File: src/rtl/sdram_arbiter.sv
// sdram_arbiter
//   N-client arbiter in front of the single-master SDRAM bus. One client is
//   granted at a time. Its address, data and op are latched and one
//   transaction runs downstream. The completion and read data go back to
//   that client only.
//   Flow: IDLE -> BUSY (downstream request held) -> RELEASE (1-cycle
//   completion pulse) -> IDLE.
//
// Ports
//   i_clk, i_rst             clock, synchronous active-high reset
//   i_req_read/i_req_write   per-client level requests
//   i_req_addr               packed addresses, client k at [k*ADDR_W +: ADDR_W]
//   i_req_writedata          packed write data, same packing
//   o_client_finished        one-hot 1-cycle completion pulse
//   o_client_error           pulse with finished when the watchdog aborted
//   o_client_readdata        read data, valid with o_client_finished
//   o_grant_id               current / last granted client
//   o_busy                   high in BUSY and RELEASE
//   o_conflict               sticky read+write-together flag
//   sdram_*                  downstream single-master bus
module sdram_arbiter #(
    parameter int NUM_CLIENTS    = 5,
    parameter int ADDR_W         = 23,
    parameter int DATA_W         = 32,
    parameter int ARB_MODE       = 1,
    parameter int TIMEOUT_CYCLES = 1024
) (
    input  logic                              i_clk,
    input  logic                              i_rst,
    input  logic [NUM_CLIENTS-1:0]            i_req_read,
    input  logic [NUM_CLIENTS-1:0]            i_req_write,
    input  logic [NUM_CLIENTS*ADDR_W-1:0]     i_req_addr,
    input  logic [NUM_CLIENTS*DATA_W-1:0]     i_req_writedata,
    output logic [NUM_CLIENTS-1:0]            o_client_finished,
    output logic [NUM_CLIENTS-1:0]            o_client_error,
    output logic [DATA_W-1:0]                 o_client_readdata,
    output logic [$clog2(NUM_CLIENTS)-1:0]    o_grant_id,
    output logic                              o_busy,
    output logic                              o_conflict,
    output logic                              sdram_read,
    output logic                              sdram_write,
    output logic [ADDR_W-1:0]                 sdram_addr,
    output logic [DATA_W-1:0]                 sdram_writedata,
    input  logic [DATA_W-1:0]                 sdram_readdata,
    input  logic                              sdram_finished
);

    localparam int GW = $clog2(NUM_CLIENTS);
    localparam int WW = (TIMEOUT_CYCLES > 1) ? $clog2(TIMEOUT_CYCLES) : 1;

    localparam logic [1:0] ST_IDLE    = 2'd0;
    localparam logic [1:0] ST_BUSY    = 2'd1;
    localparam logic [1:0] ST_RELEASE = 2'd2;

    logic [1:0]             state;
    logic [GW-1:0]          last;
    logic [WW-1:0]          wdog;
    logic [NUM_CLIENTS-1:0] req_act;
    logic [NUM_CLIENTS-1:0] grant_oh;
    logic [GW-1:0]          win_id;
    logic                   win_found;
    logic                   wd_expire;
    int                     idx;

    assign req_act   = i_req_read | i_req_write;
    assign win_found = |req_act;
    assign o_busy    = (state != ST_IDLE);
    assign grant_oh  = {{(NUM_CLIENTS-1){1'b0}}, 1'b1} << o_grant_id;
    assign wd_expire = (TIMEOUT_CYCLES != 0) && (wdog == WW'(TIMEOUT_CYCLES - 1));

    // Winner select. Both loops run from far to near, so the last hit
    // (nearest candidate) overrides the earlier ones.
    always_comb begin
        win_id = '0;
        idx    = 0;
        if (ARB_MODE == 0) begin
            for (int i = NUM_CLIENTS - 1; i >= 0; i--)
                if (req_act[i]) win_id = GW'(i);
        end else begin
            // cyclic search starting at last+1, ending at last itself
            for (int i = NUM_CLIENTS; i >= 1; i--) begin
                idx = (int'(last) + i) % NUM_CLIENTS;
                if (req_act[idx]) win_id = GW'(idx);
            end
        end
    end

    always_ff @(posedge i_clk) begin
        if (i_rst) begin
            state             <= ST_IDLE;
            last              <= GW'(NUM_CLIENTS - 1);
            wdog              <= '0;
            o_client_finished <= '0;
            o_client_error    <= '0;
            o_client_readdata <= '0;
            o_grant_id        <= '0;
            o_conflict        <= 1'b0;
            sdram_read        <= 1'b0;
            sdram_write       <= 1'b0;
            sdram_addr        <= '0;
            sdram_writedata   <= '0;
        end else begin
            // completion outputs are single-cycle pulses
            o_client_finished <= '0;
            o_client_error    <= '0;
            o_client_readdata <= '0;
            if (|(i_req_read & i_req_write))
                o_conflict <= 1'b1;

            case (state)
                ST_IDLE: begin
                    if (win_found) begin
                        o_grant_id      <= win_id;
                        sdram_addr      <= i_req_addr[win_id*ADDR_W +: ADDR_W];
                        sdram_writedata <= i_req_writedata[win_id*DATA_W +: DATA_W];
                        // read+write together resolves to a write
                        sdram_write     <= i_req_write[win_id];
                        sdram_read      <= ~i_req_write[win_id];
                        wdog            <= '0;
                        state           <= ST_BUSY;
                    end
                end
                ST_BUSY: begin
                    if (sdram_finished || wd_expire) begin
                        sdram_read        <= 1'b0;
                        sdram_write       <= 1'b0;
                        sdram_addr        <= '0;
                        sdram_writedata   <= '0;
                        o_client_finished <= grant_oh;
                        // a real completion in the expiry cycle wins over the abort
                        o_client_error    <= sdram_finished ? '0 : grant_oh;
                        o_client_readdata <= sdram_finished ? sdram_readdata : '0;
                        state             <= ST_RELEASE;
                    end else begin
                        wdog <= wdog + 1'b1;
                    end
                end
                ST_RELEASE: begin
                    if (ARB_MODE != 0)
                        last <= o_grant_id;
                    state <= ST_IDLE;
                end
                default: state <= ST_IDLE;
            endcase
        end
    end

endmodule

File: config.mk
export PLATFORM = sky130hd
export DESIGN_NAME = sdram_arbiter
export DESIGN_NICKNAME = d
export VERILOG_FILES = /design/src/rtl/sdram_arbiter.sv
export SDC_FILE = /design/constraint.sdc
export NUM_CORES = 1
export LEC_CHECK = 0
export CAP_MARGIN = 10
export CORE_AREA = 4 4 162 164
export CTS_CLUSTER_SIZE = 20
export DETAILED_ROUTE_END_ITERATION = 6
export DIE_AREA = 0 0 166 168
export PLACE_DENSITY = 0.69
export SLEW_MARGIN = 0
export SYNTH_ARGS = -nofsm -noshare
export SYNTH_HDL_FRONTEND = slang
export SYNTH_SLANG_ARGS = --single-unit
File: constraint.sdc
create_clock -name i_clk -period 13.6 [get_ports i_clk]
set_input_delay 4.08 -clock i_clk [delete_from_list [all_inputs] [get_ports i_clk]]
set_output_delay 4.08 -clock i_clk [all_outputs]
set_load 0.01 [all_outputs]
==> impl_metrics.toml <==
[yosys]
synthesis.instances = 910
number_of_enable_type_register_cells_in_the_synthesized_netlist = 0
post-synth-top-area-cell = "sky130_fd_sc_hd__dfxtp_1"
part_of_the_yosys_area_used_for_sequential_elements = 0.3020
netlist-cell-type-count = 76
syn_avg_cell_area_um2 = 8.596
synth.ff_latch_count = 118
synthesis.area_um2 = 7823
synth_largest_type_area_fraction = 0.3020
synth-warning-count = 0
share_of_flip_flops_with_an_asynchronous_set_or_reset_after_synthesis = 0
ys_top_cells_by_area = "sky130_fd_sc_hd__dfxtp_1, sky130_fd_sc_hd__mux2i_1, sky130_fd_sc_hd__a32o_1"
synthesis.nets = 1257
postSynth.topFlopCell = "sky130_fd_sc_hd__dfxtp_1"

[route]
detailroute.via_count = 8669
pre_repair_dr_iteration_count = 7
drt_iter0_markers = 530
routed_wire_length_per_instance_um = 21.45
wl_um = 35180
antenna_violating_nets_post_route = 0
remaining_drc_errors = 0
vias_per_cell = 5.286

[timing]
timing.final.hold_violations = 0
report.final.slew_viol_count = 0
finClkSkew_ps = 13.55
maxSlewHeadroom = 0.2279
final-setup-viol-count = 0
unrepaired_setup_endpoints_after_global_routing = "no"
worst_slew_pin_slew_ps = 1158
final_min_period_over_clock_period = 0.6389
maxClockFrequency_mhz = 115.1
totalNegativeSetupSlack_ps = 0
period_minus_slack_ps = 8690

[finish]
multi_input_area_um2 = 5106
most_common_library_cell_in_the_layout_ignoring_fill_and_taps = "sky130_fd_sc_hd__clkdlybuf4s50_1"
final_core_util = 0.5166
layout.area.seq_um2 = 2362
finalNonFillerCells = 1640
layout.nets = 1644
num-fill-cells = 2320
antenna-diode-count = 0
layout_common_cells = "sky130_fd_sc_hd__clkdlybuf4s50_1, sky130_fd_sc_hd__mux2i_1, sky130_fd_sc_hd__dfxtp_1"
flow.area_growth_from_synthesis_pct = 64.39
drive_above_1_share = 0.05420
finalInstanceArea_um2 = 12860

[critical_path]
worst-path-buf-inv = 3
worstSetupPathType = "in2reg"
timing.critical_path.slowest_cell_delay_ps = 850
critPathMaxFanout = 64
critPathCaptureType = "flip-flop"
arr_time_crit_path_ps = 9000
cp_startpoint_kind = "input port"
cp_data_required_time_ps = 13910
critical_path.slowest_cell = "sky130_fd_sc_hd__buf_4"
cpLargestDelayFamily = "buffers and inverters"
path_cells = "clkdlybuf4s50_1 -> nor2_1 -> mux2_2 -> o22ai_1 -> a221o_1 -> o32ai_2 -> a21oi_1 -> nor4b_2 -> o2bb2ai_4 -> buf_4 -> buf_4 -> mux2i_1 -> a21oi_1 -> a32o_1"

[global_route]
gr-total-overflow = 0
grt_pass1_vias = 8566
grt_start_max_net_pins = 65
globalRouteTotalUtil = 0.2353
antenna_found_initial = 0
grt_first_pass_wirelength_um = 51270

[floorplan]
core.rowCount = 58
die-area_um2 = 27890
core_area_um2 = 24890
dieHeight_um = 168
ios = 424
die-width_um = 166
initial_utilization = 0.3143

[clock_network]
root_buffer = "sky130_fd_sc_hd__clkbuf_16"
cts.repair_timing.setup_buffer_count = 0
clkSlewWorstSetupHoldPaths_ps = 60
cts.sink_count = 118
cts_tree = "built"
post_cts_hold_buffer_count = 0
max-clock-path-buffers = 2
cts_buf_count = 17
clock_insertion_delay_worst_skew_ps = 420
post_cts_gate_resize_count = 0
cts_max_level = 4

[run_status]
run_status = "completed"

[pwr]
max-vdd-ir-drop_mv = 0.05737
static_leakage_nw = 5.189
powerDensity_nw_per_um2 = 100.7
report.power.total_mw = 1.296

[placement]
placed_area_um2 = 12280
place_hpwl_um = 27090
gp_congestion = 0.9169
placement.io_buffers = 423
placed_cells = 1608

[run]
cap_violations = 0

[min_path]
hp_class = "reg2reg"
report_power, final:
group,total [mW],switching (mW),internal [mW]
clock network,0.453,0.209,0.244
logic,0.442,0.204,0.238
registers,0.400,0.0218,0.379
routing by layer:
layer | global-route usage | vias up | part of all wire
met5 | 0 | - | 0
met4 | 0.08142 | 0 | 0.030
met1 | 0.2932 | 4145 | 0.41
li1 | - | 4123 | -
met2 | 0.3993 | 351 | 0.49
met3 | 0.05682 | 50 | 0.069
stage by stage:
stage          setup slack [ps]  hold slack (ps)
5_1_grt                    4634            480.2
4_1_cts                    4946            470.0
6_report                   4910            466.0
3_5_place_dp               4519            454.5
2_1_floorplan              6909            458.1
3_3_place_gp               4577            449.4
final timing paths:
kind,startpoint,to,slack [ps],depth (start not counted)
setup / recovery,i_req_read[2],sdram_addr[3]$_SDFFE_PP0P_,4910,14
hold / removal,sdram_addr[6]$_SDFFE_PP0P_,sdram_addr[6]$_SDFFE_PP0P_,470,1
setup reg to reg,last[1]$_SDFFE_PP0N_,sdram_addr[3]$_SDFFE_PP0P_,6130,21
hold reg to reg,sdram_addr[6]$_SDFFE_PP0P_,sdram_addr[6]$_SDFFE_PP0P_,470,1
registers in the layout, indices dropped and copies added, names as in the netlist:
| name | flops |
|---|---|
| o_client_finished | 5 |
| state | 2 |
| o_client_error | 5 |
| o_conflict | 1 |
| sdram_write | 1 |
| sdram_writedata | 32 |
| o_grant_id | 3 |
| o_client_readdata | 32 |
| last | 3 |
| wdog | 10 |
| sdram_read | 1 |
| sdram_addr | 23 |
synthesized netlist by cell type (9+ instances only):
master	count
sky130_fd_sc_hd__mux2i_1	122
sky130_fd_sc_hd__dfxtp_1	118
sky130_fd_sc_hd__nand2_1	96
sky130_fd_sc_hd__a21oi_1	81
sky130_fd_sc_hd__a21o_1	56
sky130_fd_sc_hd__a32o_1	54
sky130_fd_sc_hd__and2_1	40
sky130_fd_sc_hd__clkbuf_1	40
sky130_fd_sc_hd__nor2_1	40
sky130_fd_sc_hd__ha_1	27
sky130_fd_sc_hd__inv_1	24
sky130_fd_sc_hd__nand3_1	13
sky130_fd_sc_hd__nor3_1	12
sky130_fd_sc_hd__o21ai_0	12
sky130_fd_sc_hd__buf_4	9
sky130_fd_sc_hd__nand2b_1	9
sky130_fd_sc_hd__or2_2	9
cells by family after synthesis:
group / count (synthesis) / share of synthesized area
adders and majority gates: 27 / 0.04319
and+or+nand+nor: 265 / 0.1707
muxes: 126 / 0.1633
DFF: 118 / 0.3020
buffers and inverters: 91 / 0.05182
AOI/OAI and AO/OA: 268 / 0.2503
xor gates and xnor gates: 15 / 0.01872
final cells by class:
type / instances / share of cell area
inverter: 26 / 0.007589
tap: 330 / 0.03211
clock inverter: 15 / 0.01177
timing repair buffer: 433 / 0.3347
sequential: 118 / 0.1837
multi-input combinational: 701 / 0.3971
clock buffer: 17 / 0.03308
(Power assumes the default switching activity.)
